==> src/rtl/tile_pixel_writer.sv <==
// tile_pixel_writer: packs 16-bit pixel writes into 32-bit bus writes behind a show-ahead FIFO.
// Ports:
//   clock, reset          - clock and synchronous active-high reset
//   in_addr/in_data       - pixel byte address (bit 0 ignored) and iteration count
//   in_valid/in_ready     - pixel handshake
//   flush                 - single-cycle request to emit a held low half-word
//   mem_address/writedata - word address and data of the FIFO head
//   mem_byteenable        - byte enables of the FIFO head
//   mem_write             - write request, mem_waitrequest stalls it
//   busy                  - any data held, queued or a flush pending
//   words_written         - completed memory writes, wrapping
// Build option: define TILE_PIXEL_WRITER_PACK_EN to merge adjacent half-words;
// without it every pixel becomes its own replicated-data write.
module tile_pixel_writer #(
  parameter int FIFO_DEPTH_BITS = 3
) (
  input  logic        clock,
  input  logic        reset,
  input  logic [31:0] in_addr,
  input  logic [15:0] in_data,
  input  logic        in_valid,
  output logic        in_ready,
  input  logic        flush,
  output logic [31:0] mem_address,
  output logic [31:0] mem_writedata,
  output logic [3:0]  mem_byteenable,
  output logic        mem_write,
  input  logic        mem_waitrequest,
  output logic        busy,
  output logic [31:0] words_written
);
  localparam int DEPTH = 1 << FIFO_DEPTH_BITS;
  localparam logic [FIFO_DEPTH_BITS:0] DEPTH_V = (FIFO_DEPTH_BITS+1)'(DEPTH);
  typedef struct packed {
    logic [29:0] word;
    logic [31:0] data;
    logic [3:0]  be;
  } entry_t;
  entry_t fifo_q [DEPTH];
  entry_t fifo_d [DEPTH];
  logic [FIFO_DEPTH_BITS-1:0] wr_ptr_q, wr_ptr_d, rd_ptr_q, rd_ptr_d;
  logic [FIFO_DEPTH_BITS:0]   count_q, count_d, free;
  logic [31:0] words_written_q, words_written_d;
  entry_t last_q, last_d, head, out;
  entry_t push0_e, push1_e;
  logic push0, push1, pop, accept, fifo_empty;
  logic unused_ok;
  assign unused_ok  = ^{in_addr[0], flush};
  assign free       = DEPTH_V - count_q;
  assign fifo_empty = count_q == '0;
  assign head       = fifo_q[rd_ptr_q];
  assign pop        = !fifo_empty && !mem_waitrequest;
  assign accept     = in_valid && in_ready;
`ifdef TILE_PIXEL_WRITER_PACK_EN
  typedef enum logic {EMPTY, HALF} state_t;
  state_t state_q, state_d;
  logic [29:0] hold_word_q, hold_word_d;
  logic [15:0] hold_data_q, hold_data_d;
  logic flush_req_q, flush_req_d;
  entry_t lo_hold, hi_new;
  assign in_ready = !reset && !flush_req_q && free >= 2;
  assign busy     = (state_q == HALF) || !fifo_empty || flush_req_q;
  assign lo_hold  = '{word: hold_word_q, data: {16'h0, hold_data_q}, be: 4'b0011};
  assign hi_new   = '{word: in_addr[31:2], data: {in_data, 16'h0}, be: 4'b1100};
  always_comb begin
    state_d     = state_q;
    hold_word_d = hold_word_q;
    hold_data_d = hold_data_q;
    flush_req_d = flush_req_q;
    push0       = 1'b0;
    push1       = 1'b0;
    push0_e     = lo_hold;
    push1_e     = hi_new;
    if (flush_req_q) begin
      if (free >= 1) begin
        flush_req_d = 1'b0;
        push0       = state_q == HALF;
        state_d     = EMPTY;
      end
    end else begin
      flush_req_d = flush;
      if (accept) begin
        if (state_q == HALF && in_addr[31:2] == hold_word_q && in_addr[1]) begin
          push0   = 1'b1;
          push0_e = '{word: hold_word_q, data: {in_data, hold_data_q}, be: 4'b1111};
          state_d = EMPTY;
        end else begin
          // A non-adjacent pixel first retires the held half, then behaves as if EMPTY.
          state_d     = in_addr[1] ? EMPTY : HALF;
          hold_word_d = in_addr[31:2];
          hold_data_d = in_data;
          push0       = state_q == HALF || in_addr[1];
          push1       = state_q == HALF && in_addr[1];
          push0_e     = state_q == HALF ? lo_hold : hi_new;
        end
      end
    end
  end
  always_ff @(posedge clock) begin
    if (reset) begin
      state_q     <= EMPTY;
      hold_word_q <= '0;
      hold_data_q <= '0;
      flush_req_q <= 1'b0;
    end else begin
      state_q     <= state_d;
      hold_word_q <= hold_word_d;
      hold_data_q <= hold_data_d;
      flush_req_q <= flush_req_d;
    end
  end
`else
  assign in_ready = !reset && free >= 1;
  assign busy     = !fifo_empty;
  always_comb begin
    push0   = accept;
    push1   = 1'b0;
    push0_e = '{word: in_addr[31:2], data: {in_data, in_data}, be: in_addr[1] ? 4'b1100 : 4'b0011};
    push1_e = '0;
  end
`endif
  always_comb begin
    fifo_d = fifo_q;
    if (push0) fifo_d[wr_ptr_q] = push0_e;
    if (push1) fifo_d[wr_ptr_q + 1'b1] = push1_e;
    wr_ptr_d        = wr_ptr_q + FIFO_DEPTH_BITS'(push0) + FIFO_DEPTH_BITS'(push1);
    rd_ptr_d        = rd_ptr_q + FIFO_DEPTH_BITS'(pop);
    count_d         = count_q + (FIFO_DEPTH_BITS+1)'(push0) + (FIFO_DEPTH_BITS+1)'(push1) - (FIFO_DEPTH_BITS+1)'(pop);
    last_d          = pop ? head : last_q;
    words_written_d = words_written_q + 32'(pop);
  end
  always_ff @(posedge clock) fifo_q <= fifo_d;
  always_ff @(posedge clock) begin
    if (reset) begin
      wr_ptr_q        <= '0;
      rd_ptr_q        <= '0;
      count_q         <= '0;
      last_q          <= '0;
      words_written_q <= '0;
    end else begin
      wr_ptr_q        <= wr_ptr_d;
      rd_ptr_q        <= rd_ptr_d;
      count_q         <= count_d;
      last_q          <= last_d;
      words_written_q <= words_written_d;
    end
  end
  // When empty the bus fields keep showing the last entry written out.
  assign out            = fifo_empty ? last_q : head;
  assign mem_address    = {out.word, 2'b00};
  assign mem_writedata  = out.data;
  assign mem_byteenable = out.be;
  assign mem_write      = !fifo_empty;
  assign words_written  = words_written_q;
endmodule

==> config.mk <==
export PLATFORM = sky130hd
export DESIGN_NAME = tile_pixel_writer
export DESIGN_NICKNAME = d
export VERILOG_FILES = /design/src/rtl/tile_pixel_writer.sv
export SDC_FILE = /design/constraint.sdc
export NUM_CORES = 1
export LEC_CHECK = 0
export ABC_AREA = 0
export ABC_CLOCK_PERIOD_IN_PS = 8029
export BUFFER_PORTS_ARGS = -buffer_cell sky130_fd_sc_hd__buf_2
export CORE_ASPECT_RATIO = 1.25
export CORE_MARGIN = 2
export CORE_UTILIZATION = 25
export CTS_BUF_LIST = sky130_fd_sc_hd__clkbuf_8
export CTS_CLUSTER_SIZE = 8
export DETAILED_ROUTE_END_ITERATION = 8
export MAX_ROUTING_LAYER = met4
export PLACE_DENSITY = 0.37
export SLEW_MARGIN = 20
export SYNTH_ARGS = -nofsm -noshare
export SYNTH_HDL_FRONTEND = slang
export SYNTH_SLANG_ARGS = --single-unit
==> constraint.sdc <==
create_clock -name clock -period 8.03 [get_ports clock]
set_input_delay 1.606 -clock clock [delete_from_list [all_inputs] [get_ports clock]]
set_output_delay 1.606 -clock clock [all_outputs]
set_load 0.02 [all_outputs]
; Yosys cells after proc, flatten, opt, wreduce, memory -nomap -nowiden
; Index checks and enable logic that the tools add are counted.
[classes]
add_sub_neg = 6
magnitude_cmp = 4
mux = 8
n_bitwise = 2
reduce_logical = 8
[ops]
columns = op, count
row1 = 528-bit bitwise mux, 1
row2 = 66-bit two-way mux, 4
row3 = 66-bit binary-select mux with 3-bit select, 1
row4 = 66-bit demux with 3-bit select, 1
row5 = 32-bit by 1-bit adder with 32-bit output, 1
row6 = 4-bit greater-or-equal comparator (second input constant), 2
row7 = 3-bit inverter with 4-bit output, 2
row8 = 3-bit by 1-bit adder with 3-bit output, 2
row9 = 4-bit by 1-bit adder with 4-bit output, 1
row10 = 4-bit by 1-bit greater-or-equal comparator with 1-bit output (second input constant), 1
row11 = 1-bit logical AND, 4
row12 = 4-bit zero test, 1
row13 = 4-bit by 1-bit less-than comparator with 1-bit output (second input constant), 1
row14 = 4-bit two-way mux, 1
row15 = 4-bit by 1-bit subtractor with 4-bit output, 1
row16 = 4-bit subtractor (first input constant), 1
row17 = 1-bit zero test, 3
[totals]
ff_bits = 636
in_bits = 53
out_inout_bits = 103
wordCells = 59

; Logic depth before layout (Yosys ltp)
; Gate-level depths: netlist of run 1.
[depth]
depth_word = 6
mapped_depth = 12
mapped_depth_nobuf = 12

; Least setup slack after synthesis of run 1
; Ideal clock, no wire load.
[synth_timing]
kind = in2reg
startpoint = input reset
endpoint = register fifo_q[463] in the netlist's numbering (enable)
setup_time_ns = 0.513
arrival_ns = 5.798
required_time_ns = 7.517
path_slack_ns = 1.719
stages = 6
n_path_buf = 1
cell_sequence = clkbuf_1 > a21oi_1 > nand2_1 > inv_1 > nand2b_1 > nor3_1
[synth_between]
elab_chain_cells = 3
[synth_rtl]
columns = item, line
row1 = "start, declared", 18  ; input logic reset,
row2 = 1-bit zero test, 113  ; assign in_ready = !reset && free >= 1;
row3 = 1-bit logical AND, 113
row4 = via in_ready, 22  ; output logic in_ready,
row5 = 1-bit logical AND, 53  ; assign accept = in_valid && in_ready;
row6 = "end signal, assigned", 132  ; always_ff @(posedge clock) fifo_q <= fifo_d;
row7 = "end, declared", 39  ; entry_t fifo_q [DEPTH];
; The timed path passes the listed nets, and every way through them passes these cells.
; A chain may end at the register's enable or synchronous reset.

; Worst setup path in the final report of run 1
[layout_timing]
startpoint = register rd_ptr_q[1]
endpoint = output mem_writedata[27]
[layout_between]
elab_chain_cells = 5
[layout_rtl]
columns = item, line
row1 = "start, declared", 41  ; logic [FIFO_DEPTH_BITS-1:0] wr_ptr_q, wr_ptr_d, rd_ptr_q, rd_ptr_d;
row2 = "start signal, assigned", 142  ; rd_ptr_q <= rd_ptr_d;
row3 = 3-bit inverter with 4-bit output (not written as such), 51  ; assign head = fifo_q[rd_ptr_q];
row4 = 66-bit binary-select mux with 3-bit select, 51
row5 = 66-bit two-way mux (not written as such) (2 in series), 51
row6 = 66-bit two-way mux, 149  ; assign out = fifo_empty ? last_q : head;
row7 = "end, declared", 25  ; output logic [31:0] mem_writedata,
; No other way between the ends. The select of a mux whose other input is x is not followed.

==> out/results.ini, run 1 <==
[status]
status = complete, no violations

[timing]
skew_ps = 28.90
finalSetupViolations = 0
final_max_slew_viol_count = 0
fin_setup_tns_ps = 0
maxSlewHeadroom_pct = 28.27
fin_crit_ps = 5170
rsz0062_at_grt = false
timing.fmax_mhz = 193.4
tightest_slew_ps = 1073
finalHoldViolations = 0
min_period_over_period_pct = 64.39

[logic_synthesis]
synth_most_common_cell = edfxtp_1
yosys-top-cells-area = edfxtp_1, mux4_2, dfxtp_1
synth_top_area_cell = edfxtp_1
synth_edf_count = 384
postSynthAreaPerCell_um2 = 17.96
yosysSeqAreaShare_pct = 72.49
synth_top_cells_by_count = edfxtp_1, mux4_2, dfxtp_1, nor2_1, a21oi_1
synth_top_area_share_pct = 62.70
synth_cell_type_count = 39
yosys_warnings = 0
synthArstFlopShare_pct = 0
synthFlopType = edfxtp_1
synth_seq_cells = 474
synthesis.area_um2 = 18390
netlist_instances = 1024

[power]
peakVddDrop_v = 0.0002043
comb_power_share_pct = 28.6
p_sw_share_pct = 33.98
power_frac_seq_pct = 41.3
switchingPower_w = 0.002449
power_density_nw_per_um2 = 329.6
pwr-share-clk_pct = 30.2
internal_power_w = 0.004759
p_leak_nw = 7.183

[floorplanning]
core_um2 = 73050
die_y_um = 307.2
rows = 111
fp.dieW_um = 246.6
pin_count = 156
dieArea_um2 = 75770
initial_utilization_pct = 25.18

[min_path]
hp-class = reg2reg
hold_depth = 1
hold_start = last_q[42]$_SDFFE_PP0P_
holdPathEnd = last_q[42]$_SDFFE_PP0P_

[placed_design]
place_hpwl_um = 24820
io_buffers = 151
gp_congestion = 0.7134
placed_cell_area_um2 = 20190

[detailed_routing]
wl_per_cell_um = 20.87
routed_via_density = 4.360
drc_errors = 0
drt_iter0_drc = 547
via_count = 9750
drtAntennaViolNets = 0
first_pass_iters = 5
wl_um = 46670

[worst_setup_path]
cp-start-kind = flip-flop
path_class = reg2out
worstPathRequired_ps = 6420
rrSetupSlack_ps = 4080
r2r_cells = 10
arrival_ps = 3560
r2r-end = words_written[20]$_SDFF_PP0_
cp-end-kind = primary output
r2r-start = count_q[2]$_SDFF_PP0_
path_max_fanout = 60

[clock_tree]
cts_hold_buffers = 0
clock-sinks = 474
postCtsResizedCells = 0
cts.path.max_buffers = 3
numCtsBuffers = 83
cts_root_buf = clkbuf_8
cts_tree = built
cts_max_level = 3
cts_setup_buffers = 0
clk_latency_ps = 670
path_clk_slew_ps = 60

[cells_and_area]
syn2layout_area_growth_pct = 18.91
design_area_um2 = 21870
fillerInstances = 7339
layout.nets = 1266
drive_above_1_share_pct = 30.52

[global_routing]
antenna_found_initial = 11
grtUsageTotal_pct = 12.78
grt_pass1_vias = 10240
grt-ovfl-total = 0
grt_max_degree = 71
grt_pass1_wl_um = 68720

[flow_run]
max_cap_viol_count = 0

[layer usage]
layer  GRT usage, %  vias up  part of all wire, %
li1               -     4461                    -
met1          16.28     4968                   45
met2          19.94      242                   47
met3          3.033       79                  5.7
met4          4.455        0                  2.1
met5              -        -                    0
[sequential cells by signal, indices dropped and copies added (netlist names)]
signal,flops
wr_ptr_q,3
fifo_q,384
last_q,48
count_q,4
rd_ptr_q,3
words_written,32
[cell families (layout without fill, tap and decap cells)]
group                      Yosys count  after routing  share of synthesized area [%]
DFF                                474            474                          72.49
and+or+nand+nor                    151            151                          4.089
muxes                              145            145                          14.43
AOI/OAI and AO/OA                  133            133                          4.796
buffers and inverters               90            333                          2.436
xor gates and xnor gates            17             17                         0.8096
adders and majority gates           13             13                         0.9252
other                                1             10                        0.02039
[power groups by stage]
stage          Combinational, W  Clock [W]  Sequential, W
2_1_floorplan           0.00159          0        0.00293
3_3_place_gp            0.00212          0        0.00303
5_1_grt                 0.00225    0.00238        0.00301
6_report                0.00206    0.00217        0.00298
3_5_place_dp            0.00212          0        0.00303
4_1_cts                 0.00213    0.00228        0.00299
[worst max-delay path: stages (launching register included)]
cell     delay [ps]
dfxtp_4        1020
buf_4           680
mux4_2          400
mux2i_1         380
a21oi_1         150
buf_2           190
[per-stage QoR]
step / hold WS [ps] / utilization, % / std cells / power, W / worst slack (ps)
6_report: 460.7 / 29.94 / 2236 / 0.007208 / 2860
2_1_floorplan: 433.0 / - / 1025 / 0.004518 / 1719
3_5_place_dp: 446.9 / 27.63 / 2074 / 0.005154 / 3230
4_1_cts: 464.3 / 29.87 / 2227 / 0.007391 / 2642
5_1_grt: 476.6 / 29.94 / 2236 / 0.007635 / 2514
3_3_place_gp: 444.9 / 27.60 / 2073 / 0.005154 / 3251
[cells in the final DEF, fill, tap and decap left out, types with 5 or more instances in the layout]
master | synthesis | layout
nor2b_1 | 10 | 10
a21oi_1 | 66 | 66
xnor2_1 | 10 | 10
mux2i_1 | 48 | 48
o2bb2ai_1 | 48 | 48
nor2_1 | 72 | 65
ha_1 | 12 | 12
diode_2 | 0 | 8
inv_1 | 10 | 48
or4_1 | 10 | 10
clkinv_1 | 0 | 11
dfxtp_1 | 90 | 87
mux4_2 | 96 | 96
or3_1 | 8 | 8
nand3_1 | 5 | 5
nand4_1 | 7 | 7
xor2_1 | 7 | 7
nor2_4 | 0 | 7
buf_4 | 21 | 16
buf_2 | 19 | 151
o31ai_1 | 10 | 10
nand2_1 | 16 | 16
clkbuf_8 | 0 | 91
o21ai_0 | 6 | 6
edfxtp_1 | 384 | 384
[area by class of cell]
cell class / count / area (um2) / area share [%]
repair buffers: 170 / 950.9 / 4.348
inverters: 10 / 37.54 / 0.1716
diodes: 8 / 20.02 / 0.09154
clock buffers: 91 / 1252 / 5.727
multi-input cells: 461 / 4682 / 21.41
well taps: 960 / 1201 / 5.492
clock inverters: 62 / 381.6 / 1.745
flip-flops and latches: 474 / 13340 / 61.02
[how the worst max path moves through the flow]
stage | startpoint | to | depth (start not counted)
final | rd_ptr_q[1]$_SDFF_PP0_ | mem_writedata[27] | 5
after floorplan | reset | fifo_q[463]$_DFFE_PP_ | 6
after CTS | rd_ptr_q[1]$_SDFF_PP0_ | mem_writedata[27] | 5
after global routing | rd_ptr_q[0]$_SDFF_PP0_ | mem_byteenable[1] | 5
after global placement | reset | fifo_q[245]$_DFFE_PP_ | 8
after detailed placement | reset | fifo_q[311]$_DFFE_PP_ | 8
Note: power is estimated with default switching activity, not from simulation.
==> inputs of run 2 (changes only) <==
--- a/config.mk
+++ b/config.mk
@@ -6,7 +6,7 @@
 export NUM_CORES = 1
 export LEC_CHECK = 0
 export ABC_AREA = 0
-export ABC_CLOCK_PERIOD_IN_PS = 8029
+export ABC_CLOCK_PERIOD_IN_PS = 4700
 export BUFFER_PORTS_ARGS = -buffer_cell sky130_fd_sc_hd__buf_2
 export CORE_ASPECT_RATIO = 1.25
 export CORE_MARGIN = 2
@@ -15,7 +15,7 @@
 export CTS_CLUSTER_SIZE = 8
 export DETAILED_ROUTE_END_ITERATION = 8
 export MAX_ROUTING_LAYER = met4
-export PLACE_DENSITY = 0.37
+export PLACE_DENSITY = 0.38
 export SLEW_MARGIN = 20
 export SYNTH_ARGS = -nofsm -noshare
 export SYNTH_HDL_FRONTEND = slang
==> constraint.sdc (replaced) <==
create_clock -name clock -period 4.7 [get_ports clock]
set_input_delay 0.94 -clock clock [delete_from_list [all_inputs] [get_ports clock]]
set_output_delay 0.94 -clock clock [all_outputs]
set_load 0.02 [all_outputs]
==> run 2 against run 1 <==
Sequential share of layout area is 0.23 points lower. Sequential cell count did not move. Core utilization is 0.11 points higher. Global-route usage about the same. Design area grew 0.38%. Combinational power up 79%. Power increased by 70%. First-iteration DRC count down 10%. Non-clock buffer count grew 8. Largest power group unchanged.
==> out/results.ini, run 2 (synthesis gave the netlist of run 1 again) <==
[floorplanning]
dieArea_um2 = 75770  ; unchanged
rows = 111  ; unchanged
initial_utilization_pct = 25.18  ; unchanged
pin_count = 156  ; unchanged
core_um2 = 73050  ; unchanged
fp.dieW_um = 246.6  ; unchanged
die_y_um = 307.2  ; unchanged

[min_path]
hp-class = reg2reg  ; unchanged

[worst_setup_path]
path_class = reg2out  ; unchanged
path_buf_inv = 3  ; was 2
crit_chain = inv_1 -> ha_1 -> or3b_4 -> buf_4 -> nor2_1 -> a21oi_1 -> buf_2  ; was buf_4 -> mux4_2 -> mux2i_1 -> a21oi_1 -> buf_2
arrival_ps = 2970  ; was 3560 ps
crit_family = buffers and inverters  ; was flip-flops
path_max_fanout = 44  ; was 60
cp-start-kind = flip-flop  ; unchanged
cp-end-kind = primary output  ; unchanged
cpPeakStageDelay_ps = 560  ; was 1020 ps
worstPathRequired_ps = 3760  ; was 6420 ps
crit_slowest_cell = buf_4  ; was dfxtp_4

[cells_and_area]
syn2layout_area_growth_pct = 19.36  ; was 18.91%
largest_register = fifo_q  ; unchanged
largest_reg_flops = 384  ; unchanged
final_cell_mix = edfxtp_1, buf_2, mux4_2  ; unchanged
layout.nets = 1273  ; was 1266
drive_above_1_share_pct = 31.11  ; was 30.52%
final_common_cell = edfxtp_1  ; unchanged
fillerInstances = 7282  ; was 7339

[clock_tree]
cts_max_level = 3  ; unchanged
cts_root_buf = clkbuf_8  ; unchanged
cts_setup_buffers = 0  ; unchanged
cts_hold_buffers = 0  ; unchanged
path_clk_slew_ps = 50  ; was 60 ps
cts.path.max_buffers = 3  ; unchanged
cts_tree = built  ; unchanged
clock-sinks = 474  ; unchanged
postCtsResizedCells = 0  ; unchanged
numCtsBuffers = 82  ; was 83
clk_latency_ps = 670  ; about the same

[timing]
finalHoldViolations = 0  ; unchanged
timing.fmax_mhz = 256.0
tightest_slew_ps = 987.7  ; was 1073 ps
fin_crit_ps = 3906
finalSetupViolations = 0  ; unchanged
final_max_slew_viol_count = 0  ; unchanged
fin_setup_tns_ps = 0  ; unchanged
maxSlewHeadroom_pct = 33.99  ; was 28.27%
skew_ps = 40.55  ; was 28.90 ps
rsz0062_at_grt = false  ; unchanged
min_period_over_period_pct = 83.11
holdWs_ps = 458.8  ; was 460.7 ps

[detailed_routing]
routed_via_density = 4.407  ; was 4.360
via_count = 9875  ; was 9750
wl_um = 46710  ; was 46670 um
drt_iter0_drc = 491  ; was 547
drc_errors = 0  ; unchanged
first_pass_iters = 6  ; was 5
wl_per_cell_um = 20.84  ; was 20.87 um
drtAntennaViolNets = 0  ; unchanged

[global_routing]
top_usage_layer = met2  ; unchanged
grtUsageMet1_pct = 16.19  ; was 16.28%
use_met3_pct = 3.251  ; was 3.033%
grtUsageTotal_pct = 12.80  ; was 12.78%
antenna_found_initial = 8  ; was 11
gr-usage-met2_pct = 20.10  ; was 19.94%
grt-ovfl-total = 0  ; unchanged
grt_pass1_wl_um = 68450  ; was 68720 um
grt_pass1_vias = 10230  ; was 10240
grt_max_degree = 50  ; was 71

[power]
p_leak_nw = 7.193  ; was 7.183 nW
power_density_nw_per_um2 = 556.7  ; was 329.6 nW/um2
peakVddDrop_v = 0.0003394  ; was 0.0002043 V

[placed_design]
gp_congestion = 0.6940  ; was 0.7134
place_hpwl_um = 25140  ; was 24820 um
io_buffers = 151  ; unchanged

[flow_run]
max_cap_viol_count = 0  ; unchanged

[status]
status = complete, no violations  ; unchanged

## run 2: cell types whose count changed in the layout (fill, tap and decap cells not counted), sizes merged
cell / change
bufinv: -1
inv: -1
clkbuf: -4
clkinv: +3
buf: +8
## run 2: metrics by stage
stage	total power [W]	cells	area, um2	utilization, %	worst slack [ps]
after global routing	0.01295	2241	21950	30.05	560.7
after floorplan	0.007715	1025	18410	-	341.9
after global placement	0.008852	2083	20390	27.91	1078
after detailed placement	0.008858	2083	20390	27.91	1065
final	0.01222	2241	21950	30.05	793.8
after CTS	0.01251	2233	21930	30.02	650.3
## run 2: per-layer routing
| layer | share of wire, % | routed length (um) |
|---|---|---|
| met5 | 0 | 0 |
| met1 | 45 | 21070 |
| met4 | 2.0 | 947 |
| met2 | 47 | 22170 |
| met3 | 5.4 | 2529 |
## run 2: path summary, 6_finish.rpt
check,start,end,slack [ps],cells past startpoint
max reg2reg,count_q[2]$_SDFF_PP0_,words_written[20]$_SDFF_PP0_,1100,11
max,count_q[2]$_SDFF_PP0_,mem_writedata[13],790,7
min reg2reg,last_q[34]$_SDFFE_PP0P_,last_q[34]$_SDFFE_PP0P_,460,1
min,last_q[34]$_SDFFE_PP0P_,last_q[34]$_SDFFE_PP0P_,460,1
## run 2: cell type report
| type | instances | area [um2] | area share, % |
|---|---|---|---|
| multi-input combinational | 461 | 4695 | 21.39 |
| clock buffer | 87 | 1197 | 5.455 |
| tap | 960 | 1201 | 5.472 |
| sequential | 474 | 13340 | 60.79 |
| inverter | 10 | 37.54 | 0.1710 |
| clock inverter | 63 | 349.1 | 1.590 |
| timing repair buffer | 178 | 1109 | 5.050 |
| antenna | 8 | 20.02 | 0.09119 |
## run 2: worst reg2reg max path, cell delays in order (launching register included)
cell     delay (ps)
dfxtp_1         330
inv_1            70
ha_1            190
or3b_4          510
nor2b_1         190
buf_4           170
ha_1            230
ha_1            200
nand3_1         280
or3_1           640
or4_1           580
a21oi_1         140
## run 2: where the power goes
group	total, W	switching (W)	leakage [nW]	internal [W]
combinational	0.00368	0.00230	2.07	0.00138
sequential	0.00497	0.000151	4.20	0.00482
clock	0.00357	0.00173	0.927	0.00184
